## config.mk

```make
export PLATFORM = sky130hd
export DESIGN_NAME = car_collision_detector_flat
export DESIGN_NICKNAME = d
export VERILOG_FILES = /design/src/rtl/car_collision_detector_if.sv /design/src/rtl/car_collision_detector.sv /design/src/flat_wrapper.sv
export SDC_FILE = /design/constraint.sdc
export NUM_CORES = 1
export LEC_CHECK = 0
export CAP_MARGIN = 20
export CORE_MARGIN = 2
export CORE_UTILIZATION = 54
export DETAILED_ROUTE_END_ITERATION = 7
export PLACE_DENSITY = 0.95
export SETUP_SLACK_MARGIN = 0.15
export SLEW_MARGIN = 0
export SYNTH_ARGS = -nofsm -noshare
export SYNTH_HDL_FRONTEND = slang
export SYNTH_SLANG_ARGS = --single-unit
```

## constraint.sdc

```tcl
create_clock -name clk -period 4.9 [get_ports clk]
set_input_delay 0.49 -clock clk [delete_from_list [all_inputs] [get_ports clk]]
set_output_delay 0.49 -clock clk [all_outputs]
set_load 0.1 [all_outputs]
```

## src/rtl/car_collision_detector_if.sv

```systemverilog
// Pixel-stream inputs and game-status outputs of the car collision detector.
// master: pixel/timing source side; slave: the detector.
interface car_collision_detector_if;
  logic [9:0]  pix_row;
  logic [9:0]  pix_col;
  logic        video_on;
  logic [11:0] obstacle_pix;
  logic [11:0] player_pix;
  logic [1:0]  level_in;
  logic        restart;
  logic        collision;
  logic [1:0]  lives;
  logic        freeze;
  logic        game_over;
  logic [15:0] overlap_last;

  modport master (
    output pix_row, pix_col, video_on, obstacle_pix, player_pix, level_in, restart,
    input  collision, lives, freeze, game_over, overlap_last
  );

  modport slave (
    input  pix_row, pix_col, video_on, obstacle_pix, player_pix, level_in, restart,
    output collision, lives, freeze, game_over, overlap_last
  );
endinterface

```

## src/rtl/car_collision_detector.sv

```systemverilog
// Per-frame overlap counter plus lives / freeze / game-over FSM for the racing game.
// Define LEVEL_THRESHOLD_EN to shrink the hit threshold as level_in rises.
//
// state     | meaning
// RUN       | normal play, a frame with enough overlap costs a life
// HIT       | post-hit immunity, counts down FREEZE_FRAMES frame ends
// GAME_OVER | no lives left, waits for restart
module car_collision_detector #(
  parameter int          FRAME_ROWS    = 480,
  parameter int          FRAME_COLS    = 640,
  parameter int          HIT_THRESHOLD = 16,
  parameter int          LIVES         = 3,
  parameter int          FREEZE_FRAMES = 60,
  parameter logic [11:0] BG_COLOR      = 12'h000
) (
  input logic                     clk,
  input logic                     reset,
  car_collision_detector_if.slave bus
);

  localparam logic [1:0] RUN       = 2'd0;
  localparam logic [1:0] HIT       = 2'd1;
  localparam logic [1:0] GAME_OVER = 2'd2;

  localparam logic [9:0]  LAST_ROW    = 10'(FRAME_ROWS - 1);
  localparam logic [9:0]  LAST_COL    = 10'(FRAME_COLS - 1);
  localparam logic [15:0] THR_BASE    = 16'(HIT_THRESHOLD);
  localparam logic [1:0]  LIVES_INIT  = 2'(LIVES);
  localparam logic [7:0]  FREEZE_INIT = 8'(FREEZE_FRAMES);

  logic [1:0]  state;
  logic [1:0]  lives_q;
  logic        collision_q;
  logic [7:0]  freeze_cnt;
  logic [15:0] ov_cnt;
  logic [15:0] overlap_last_q;

  logic [9:0]  row_d;
  logic [9:0]  col_d;
  logic        video_on_d;

  logic        ov;
  logic        eof;
  logic [15:0] cnt_final;
  logic [15:0] thr;

  // Pixel inputs are registered upstream, so realign the coordinates to them.
  always_ff @(posedge clk or posedge reset) begin
    if (reset) begin
      row_d      <= '0;
      col_d      <= '0;
      video_on_d <= 1'b0;
    end else begin
      row_d      <= bus.pix_row;
      col_d      <= bus.pix_col;
      video_on_d <= bus.video_on;
    end
  end

  assign ov  = video_on_d && (bus.obstacle_pix != BG_COLOR) && (bus.player_pix != BG_COLOR);
  assign eof = video_on_d && (row_d == LAST_ROW) && (col_d == LAST_COL);

  // Count including the current pixel; saturates rather than wrapping.
  assign cnt_final = (ov && (ov_cnt != 16'hFFFF)) ? ov_cnt + 16'd1 : ov_cnt;

`ifdef LEVEL_THRESHOLD_EN
  logic [15:0] thr_shift;
  assign thr_shift = THR_BASE >> bus.level_in;
  assign thr       = (thr_shift == 16'd0) ? 16'd1 : thr_shift;
`else
  logic unused_level;
  assign unused_level = ^bus.level_in;
  assign thr          = THR_BASE;
`endif

  always_ff @(posedge clk or posedge reset) begin
    if (reset) begin
      ov_cnt         <= '0;
      overlap_last_q <= '0;
    end else if (bus.restart) begin
      ov_cnt         <= '0;
      overlap_last_q <= '0;
    end else if (eof) begin
      ov_cnt         <= '0;
      overlap_last_q <= cnt_final;
    end else begin
      ov_cnt         <= cnt_final;
    end
  end

  always_ff @(posedge clk or posedge reset) begin
    if (reset) begin
      state       <= RUN;
      lives_q     <= LIVES_INIT;
      collision_q <= 1'b0;
      freeze_cnt  <= '0;
    end else if (bus.restart) begin
      state       <= RUN;
      lives_q     <= LIVES_INIT;
      collision_q <= 1'b0;
      freeze_cnt  <= '0;
    end else begin
      collision_q <= 1'b0;
      if (eof) begin
        case (state)
          RUN: begin
            if (cnt_final >= thr) begin
              collision_q <= 1'b1;
              if (lives_q == 2'd1) begin
                lives_q <= 2'd0;
                state   <= GAME_OVER;
              end else begin
                lives_q    <= lives_q - 2'd1;
                freeze_cnt <= FREEZE_INIT;
                state      <= HIT;
              end
            end
          end
          HIT: begin
            // Terminal count: the frame end that takes the counter to zero ends immunity.
            if (freeze_cnt <= 8'd1) begin
              freeze_cnt <= '0;
              state      <= RUN;
            end else begin
              freeze_cnt <= freeze_cnt - 8'd1;
            end
          end
          GAME_OVER: lives_q <= 2'd0;
          default:   state   <= RUN;
        endcase
      end
    end
  end

  assign bus.collision    = collision_q;
  assign bus.lives        = lives_q;
  assign bus.freeze       = (state == HIT);
  assign bus.game_over    = (state == GAME_OVER);
  assign bus.overlap_last = overlap_last_q;

endmodule

```

## src/flat_wrapper.sv

```systemverilog
// flat-port wrapper written by rule: the top's interface ports become plain ports
module car_collision_detector_flat 
#(
  parameter int          FRAME_ROWS    = 480,
  parameter int          FRAME_COLS    = 640,
  parameter int          HIT_THRESHOLD = 16,
  parameter int          LIVES         = 3,
  parameter int          FREEZE_FRAMES = 60,
  parameter logic [11:0] BG_COLOR      = 12'h000
)
  (clk, reset, bus_pix_row, bus_pix_col, bus_video_on, bus_obstacle_pix, bus_player_pix, bus_level_in, bus_restart, bus_collision, bus_lives, bus_freeze, bus_game_over, bus_overlap_last);
  car_collision_detector_if bus_i ();
  input logic clk;
  input logic reset;
  input wire logic [$bits(bus_i.pix_row)-1:0] bus_pix_row;
  input wire logic [$bits(bus_i.pix_col)-1:0] bus_pix_col;
  input wire logic [$bits(bus_i.video_on)-1:0] bus_video_on;
  input wire logic [$bits(bus_i.obstacle_pix)-1:0] bus_obstacle_pix;
  input wire logic [$bits(bus_i.player_pix)-1:0] bus_player_pix;
  input wire logic [$bits(bus_i.level_in)-1:0] bus_level_in;
  input wire logic [$bits(bus_i.restart)-1:0] bus_restart;
  output wire logic [$bits(bus_i.collision)-1:0] bus_collision;
  output wire logic [$bits(bus_i.lives)-1:0] bus_lives;
  output wire logic [$bits(bus_i.freeze)-1:0] bus_freeze;
  output wire logic [$bits(bus_i.game_over)-1:0] bus_game_over;
  output wire logic [$bits(bus_i.overlap_last)-1:0] bus_overlap_last;
  assign bus_i.pix_row = bus_pix_row;
  assign bus_i.pix_col = bus_pix_col;
  assign bus_i.video_on = bus_video_on;
  assign bus_i.obstacle_pix = bus_obstacle_pix;
  assign bus_i.player_pix = bus_player_pix;
  assign bus_i.level_in = bus_level_in;
  assign bus_i.restart = bus_restart;
  assign bus_collision = bus_i.collision;
  assign bus_lives = bus_i.lives;
  assign bus_freeze = bus_i.freeze;
  assign bus_game_over = bus_i.game_over;
  assign bus_overlap_last = bus_i.overlap_last;
  car_collision_detector #(.FRAME_ROWS(FRAME_ROWS), .FRAME_COLS(FRAME_COLS), .HIT_THRESHOLD(HIT_THRESHOLD), .LIVES(LIVES), .FREEZE_FRAMES(FREEZE_FRAMES), .BG_COLOR(BG_COLOR)) u_core (.clk(clk), .reset(reset), .bus(bus_i));
endmodule
```

==> flow_summary.toml, run 1 <==
[synthesis]
synth_edf_count = 0
synth_compound_area_frac = 0.132
synthXorXnorAreaFrac = 0.0363
netlist.area_leader.share = 0.510
netlist_area_mm2 = 0.00314
netlist_top_cells_area = "dfrtp_1, nor2_1, a211oi_1"
synth_top_area_cell = "dfrtp_1"
yosysMostFrequentCell = "dfrtp_1"
yosys-top-cells-count = "dfrtp_1, nor2_1, a211oi_1, nand2_1"
synth_top_family_by_area = "simple AND/OR/NAND/NOR gates"
seq_area_frac_synth = 0.527
synthMuxAreaShare = 0.0136
synth_cells = 305
synth-seq-cells = 66
synth-simple-area-share = 0.244
synth_warnings = 0
synth.distinct_cells = 53
synthAdderAreaFrac = 0.0159
syn_nets = 359
syn_area_per_cell_um2 = 10.3
synth_ff_type = "dfrtp_1"
async_flop_share = 1.00

[clock_network]
clk_pin_slew_worst_paths_ns = 0.08
cts_repair_resize_count = 0
cts.htree.levels = 3
cts-root-buf = "clkbuf_8"
cts_tree = "built"
post_cts_buffers = 0
ctsLongestPathBuffers = 2
ctsHoldBuffers = 0
cts_buffers = 9
cts.sinks = 66
clkLatencyLatePin_ns = 0.35

[global_routing]
track_usage = 0.228
grt_max_degree = 67
first_global_vias = 2609
overflow = 0
grt_pass1_wl_um = 11400
antenna_found_initial = 0

[detailed_routing]
viasPerCell = 5.82
drc_errors = 0
ant_nets = 0
vias = 2629
wl_per_cell_um = 15.2
dr.first_iter.drc_count = 210
first_pass_iters = 4
routed_wl_um = 6850

[timing]
worstMarginPinSlew_ns = 0.997
skew_ns = 0.00813
final-hold-violation-count = 0
slew_headroom = 0.333
setup_tns_ns = 0
period_needed_ns = 3.34
rsz0062_at_grt = "false"
fin_crit_sh = 0.682
fmax_mhz = 299
hold_slack_ns = 0.528
drv_slew = 0
setup_viol = 0

[worst_setup_path]
r2r.worst_path.cells = 9
r2r_end = "u_core.freeze_cnt[2]"
path_class = "input port to flop"
critPathMaxStageDelay_ns = 0.70
critical_path_buf_inv_count = 1
timing.rr.start = "u_core.ov_cnt[0]"
endpoint_kind = "flop"
rrSetupSlack_ns = 1.78
startpoint_type = "input port"
crit_fanout = 17
worstPathRequired_ns = 5.12
cp_top_family = "simple AND/OR/NAND/NOR gates"
cpMaxStageDelayCell = "nor4_4"
cp.arrival_ns = 3.57
cp_cell_sequence = "clkdlybuf4s50_1 > nor4_1 > nand3_1 > nand3_1 > o31ai_1 > nand4_1 > nor4_4 > or2_1 > o31ai_1"

[worst_hold_path]
worstHoldStart = "u_core.freeze_cnt[3]"
min_to = "u_core.freeze_cnt[3]"
whs_path_depth = 1
hp-class = "flop to flop"

[die]
placementRows = 27
core-area_mm2 = 0.00557
initial_utilization = 0.563
die_area_mm2 = 0.00644
die-height_um = 80.2
die_x_um = 80.2
io_pins = 71

[finish]
drive_above_1_share = 0.100
fillerInstances = 376
diodes = 0
fin_nets = 429
syn_to_final_growth_pct = 31.3

[flow_run]
drv_cap = 0

[pwr]
power_density_mw_per_mm2 = 376
ir_worst_vdd_mv = 0.340
leakagePower_nw = 1.67

[placement]
dpl.hpwl_um = 4810
routabilityCongestion = 0.884
port_buffers = 68

[status]
status = "completed"
[state kept, by name, indices dropped and copies added, names as in the netlist]
register                 count
u_core.bus.collision         1
u_core.bus.lives             2
u_core.bus.overlap_last     16
u_core.col_d                10
u_core.freeze_cnt            8
u_core.ov_cnt               16
u_core.row_d                10
u_core.state                 2
u_core.video_on_d            1
[routing by layer]
layer / vias up / share of wire / global-route usage
met5: - / 0 / 0
met4: 0 / 0.022 / 0.103
met3: 18 / 0.061 / 0.0483
met2: 107 / 0.52 / 0.392
met1: 1251 / 0.40 / 0.276
li1: 1253 / - / -
[through the flow]
stage                     setup WS (ns)  power, mW  utilization  std cells  instance area (um2)
after CTS                          1.64       1.55        0.734        451                 4090
after detailed placement           1.25       1.03        0.693        435                 3860
after global placement             1.38       1.01        0.693        435                 3860
final                              1.56       1.55        0.739        452                 4120
after global routing               1.31       1.62        0.739        452                 4120
after floorplan                    2.40      0.922            -        305                 3140
[worst max-delay path by stage]
stage                                      end                 start  cells past startpoint
final                     u_core.freeze_cnt[2]   bus_obstacle_pix[5]                      9
after global routing      u_core.freeze_cnt[2]  bus_obstacle_pix[10]                      9
after CTS                 u_core.freeze_cnt[2]  bus_obstacle_pix[10]                      9
after detailed placement  u_core.freeze_cnt[2]  bus_obstacle_pix[10]                      9
after global placement    u_core.freeze_cnt[2]   bus_obstacle_pix[2]                      9
after floorplan           u_core.freeze_cnt[6]      u_core.ov_cnt[0]                     10
[final cells by class]
class | count | area, um2 | area share
flip-flops and latches | 66 | 1650 | 0.401
multi-input cells | 218 | 1390 | 0.336
repair buffers | 72 | 731 | 0.177
clock buffers | 9 | 124 | 0.0301
clock inverters | 7 | 106 | 0.0258
well taps | 72 | 90.1 | 0.0219
inverters | 8 | 30.0 | 0.00729
[where the power goes]
part	switching (mW)	total, mW	internal [mW]	leakage (nW)
logic	0.243	0.389	0.145	0.695
clock network	0.224	0.519	0.296	0.117
registers	0.0477	0.643	0.595	0.855
total	0.515	1.55	1.04	1.67
[cell families (layout without fill, tap and decap cells)]
logic type / Yosys count / in the layout
DFF: 66 / 66
buffers and inverters: 21 / 96
adders and majority gates: 4 / 4
and+or+nand+nor: 143 / 143
muxes: 3 / 3
xor gates and xnor gates: 13 / 13
AOI/OAI and AO/OA: 55 / 55
[cells in the final DEF (no fill, tap or decap), types with 3 or more instances in the layout]
master and n:
a211oi_1 14, a21oi_1 9, and2_1 4, and3_1 5, buf_4 3, clkbuf_8 9
clkdlybuf4s50_1 68, dfrtp_1 64, ha_1 4, inv_1 7, inv_6 3, nand2_1 14
nand3_1 12, nand4_1 8, nor2_1 53, nor3_1 7, nor3b_1 3, nor4_1 12
o21ai_0 5, o31a_1 4, o31ai_1 9, or2_2 3, or3_1 5, xnor2_1 9
xor2_1 4
Note: power is estimated with default switching activity, not from simulation.
==> run 2: changes to the inputs <==
--- a/config.mk
+++ b/config.mk
@@ -7,9 +7,9 @@
 export LEC_CHECK = 0
 export CAP_MARGIN = 20
 export CORE_MARGIN = 2
-export CORE_UTILIZATION = 54
+export CORE_UTILIZATION = 50
 export DETAILED_ROUTE_END_ITERATION = 7
-export PLACE_DENSITY = 0.95
+export PLACE_DENSITY = 0.92
 export SETUP_SLACK_MARGIN = 0.15
 export SLEW_MARGIN = 0
 export SYNTH_ARGS = -nofsm -noshare
==> constraint.sdc (replaced) <==
create_clock -name clk -period 3.24 [get_ports clk]
set_input_delay 0.324 -clock clk [delete_from_list [all_inputs] [get_ports clk]]
set_output_delay 0.324 -clock clk [all_outputs]
set_load 0.1 [all_outputs]
==> run 2 against run 1 <==
Cell count is 1.3% higher. First-iteration DRC count is 11% higher. Routed wire length is 1.2% higher. Final area is 0.76% lower. Die area is 7.6% higher. Sequential share of layout area is 0.31 points higher. Clock power is 36% higher. Clock-buffer cell count is 1 higher. Critical path type is now flop to flop. Critical endpoint is now u_core.freeze_cnt[6].
==> flow_summary.toml, run 2 (same netlist as run 1, synthesis figures left out) <==
[finish]
final_cells = 458
final_cell_mix = "clkdlybuf4s50_1, dfrtp_1, nor2_1"
fillerInstances = 440
fin_nets = 432
syn_to_final_growth_pct = 30.3
diodes = 0
drive_above_1_share = 0.117

[placement]
dpl.hpwl_um = 5020
dpl.cell_count = 442
port_buffers = 68
routabilityCongestion = 0.854

[worst_setup_path]
timing.rr.start = "u_core.ov_cnt[0]"
r2r.worst_path.cells = 9
endpoint_kind = "flop"
r2r_end = "u_core.freeze_cnt[6]"
cp.arrival_ns = 2.98
rrSetupSlack_ns = 0.49
crit_fanout = 10
worstPathRequired_ns = 3.47
path_class = "flop to flop"
startpoint_type = "flop"

[die]
die_x_um = 83.2
io_pins = 71
placementRows = 28
core-area_mm2 = 0.00599
initial_utilization = 0.524
die-height_um = 83.2
die_area_mm2 = 0.00693

[timing]
drv_slew = 0
period_needed_ns = 2.75
rsz0062_at_grt = "false"
setup_tns_ns = 0
fin_crit_sh = 0.848
worstMarginPinSlew_ns = 0.984
skew_ns = 0.0101
setup_viol = 0
slew_headroom = 0.342
fmax_mhz = 364
final-hold-violation-count = 0

[status]
status = "completed"

[clock_network]
cts.htree.levels = 3
post_cts_buffers = 0
cts_repair_resize_count = 0
cts_buffers = 9
clkLatencyLatePin_ns = 0.36
clk_pin_slew_worst_paths_ns = 0.08
cts_tree = "built"
ctsHoldBuffers = 0
cts.sinks = 66
cts-root-buf = "clkbuf_8"
ctsLongestPathBuffers = 2

[detailed_routing]
wl_met3_um = 401
wl_met2_um = 3440
vias = 2664
ant_nets = 0
viasPerCell = 5.82
dr.first_iter.drc_count = 233
routed.top_layer = "met4"
routed_wl_um = 6930
wl_per_cell_um = 15.1
first_pass_iters = 4
drt-met1-wl_um = 2920
drc_errors = 0

[global_routing]
grt_pass1_wl_um = 11600
overflow = 0
first_global_vias = 2566
grt_max_degree = 38
antenna_found_initial = 0
track_usage = 0.209

[worst_hold_path]
hp-class = "input port to async pin"

[pwr]
leakagePower_nw = 1.67
power_density_mw_per_mm2 = 550
ir_worst_vdd_mv = 0.419

[flow_run]
drv_cap = 0
## run 2: changes by cell type in the layout (fill, tap and decap cells not counted), moves of 2 or more
cell / before / now
clkdlybuf4s50_1: 68 / 64
clkinv_2: 0 / 2
inv_6: 3 / 1
buf_4: 3 / 11
## run 2: layout make-up
class                      instances  area [um2]  share of cell area
multi-input combinational        218        1390               0.339
timing repair buffer              75         723               0.177
sequential                        66        1650               0.404
clock buffer                      10         138              0.0336
tap                               75        93.8              0.0229
clock inverter                     6        65.1              0.0159
inverter                           8        30.0             0.00734
## run 2: through the flow
stage | utilization | power, mW | instance area (um2) | setup WS [ns] | hold slack, ns
after CTS | 0.683 | 2.26 | 4090 | 0.489 | 0.178
after detailed placement | 0.649 | 1.55 | 3890 | 0.283 | 0.507
final | 0.683 | 2.25 | 4090 | 0.492 | 0.176
after global placement | 0.649 | 1.53 | 3890 | 0.371 | 0.499
after floorplan | - | 1.40 | 3140 | 0.743 | 0.355
after global routing | 0.683 | 2.36 | 4090 | 0.209 | 0.183
## run 2: worst max-delay path by stage
stage	slack, ns	start	endpoint
final	0.49	u_core.ov_cnt[0]	u_core.freeze_cnt[6]
after global routing	0.21	u_core.ov_cnt[0]	u_core.bus.lives[1]
after CTS	0.49	u_core.ov_cnt[0]	u_core.freeze_cnt[7]
after detailed placement	0.28	bus_player_pix[1]	u_core.freeze_cnt[4]
after global placement	0.37	bus_obstacle_pix[6]	u_core.freeze_cnt[4]
after floorplan	0.74	u_core.ov_cnt[0]	u_core.freeze_cnt[6]
## run 2: layer usage
layer  vias up  global-route usage
li1       1262                   -
met2        87               0.345
met4         0               0.121
met1      1301               0.256
met5         -                   0
met3        14              0.0408
## run 2: worst max-delay path, stage by stage (launching register included)
cell      delay [ns]
dfrtp_1         0.42
ha_1            0.24
and3_1          0.25
nand4_1         0.15
nor2_2          0.11
nor4_1          0.38
o221ai_2        0.20
nor4_4          0.42
or2_1           0.35
o41ai_2         0.11
## run 2: report_power, final
part | switching [mW] | leakage, nW | internal [mW]
Combinational | 0.357 | 0.708 | 0.218
Clock | 0.327 | 0.103 | 0.377
Sequential | 0.0714 | 0.855 | 0.900
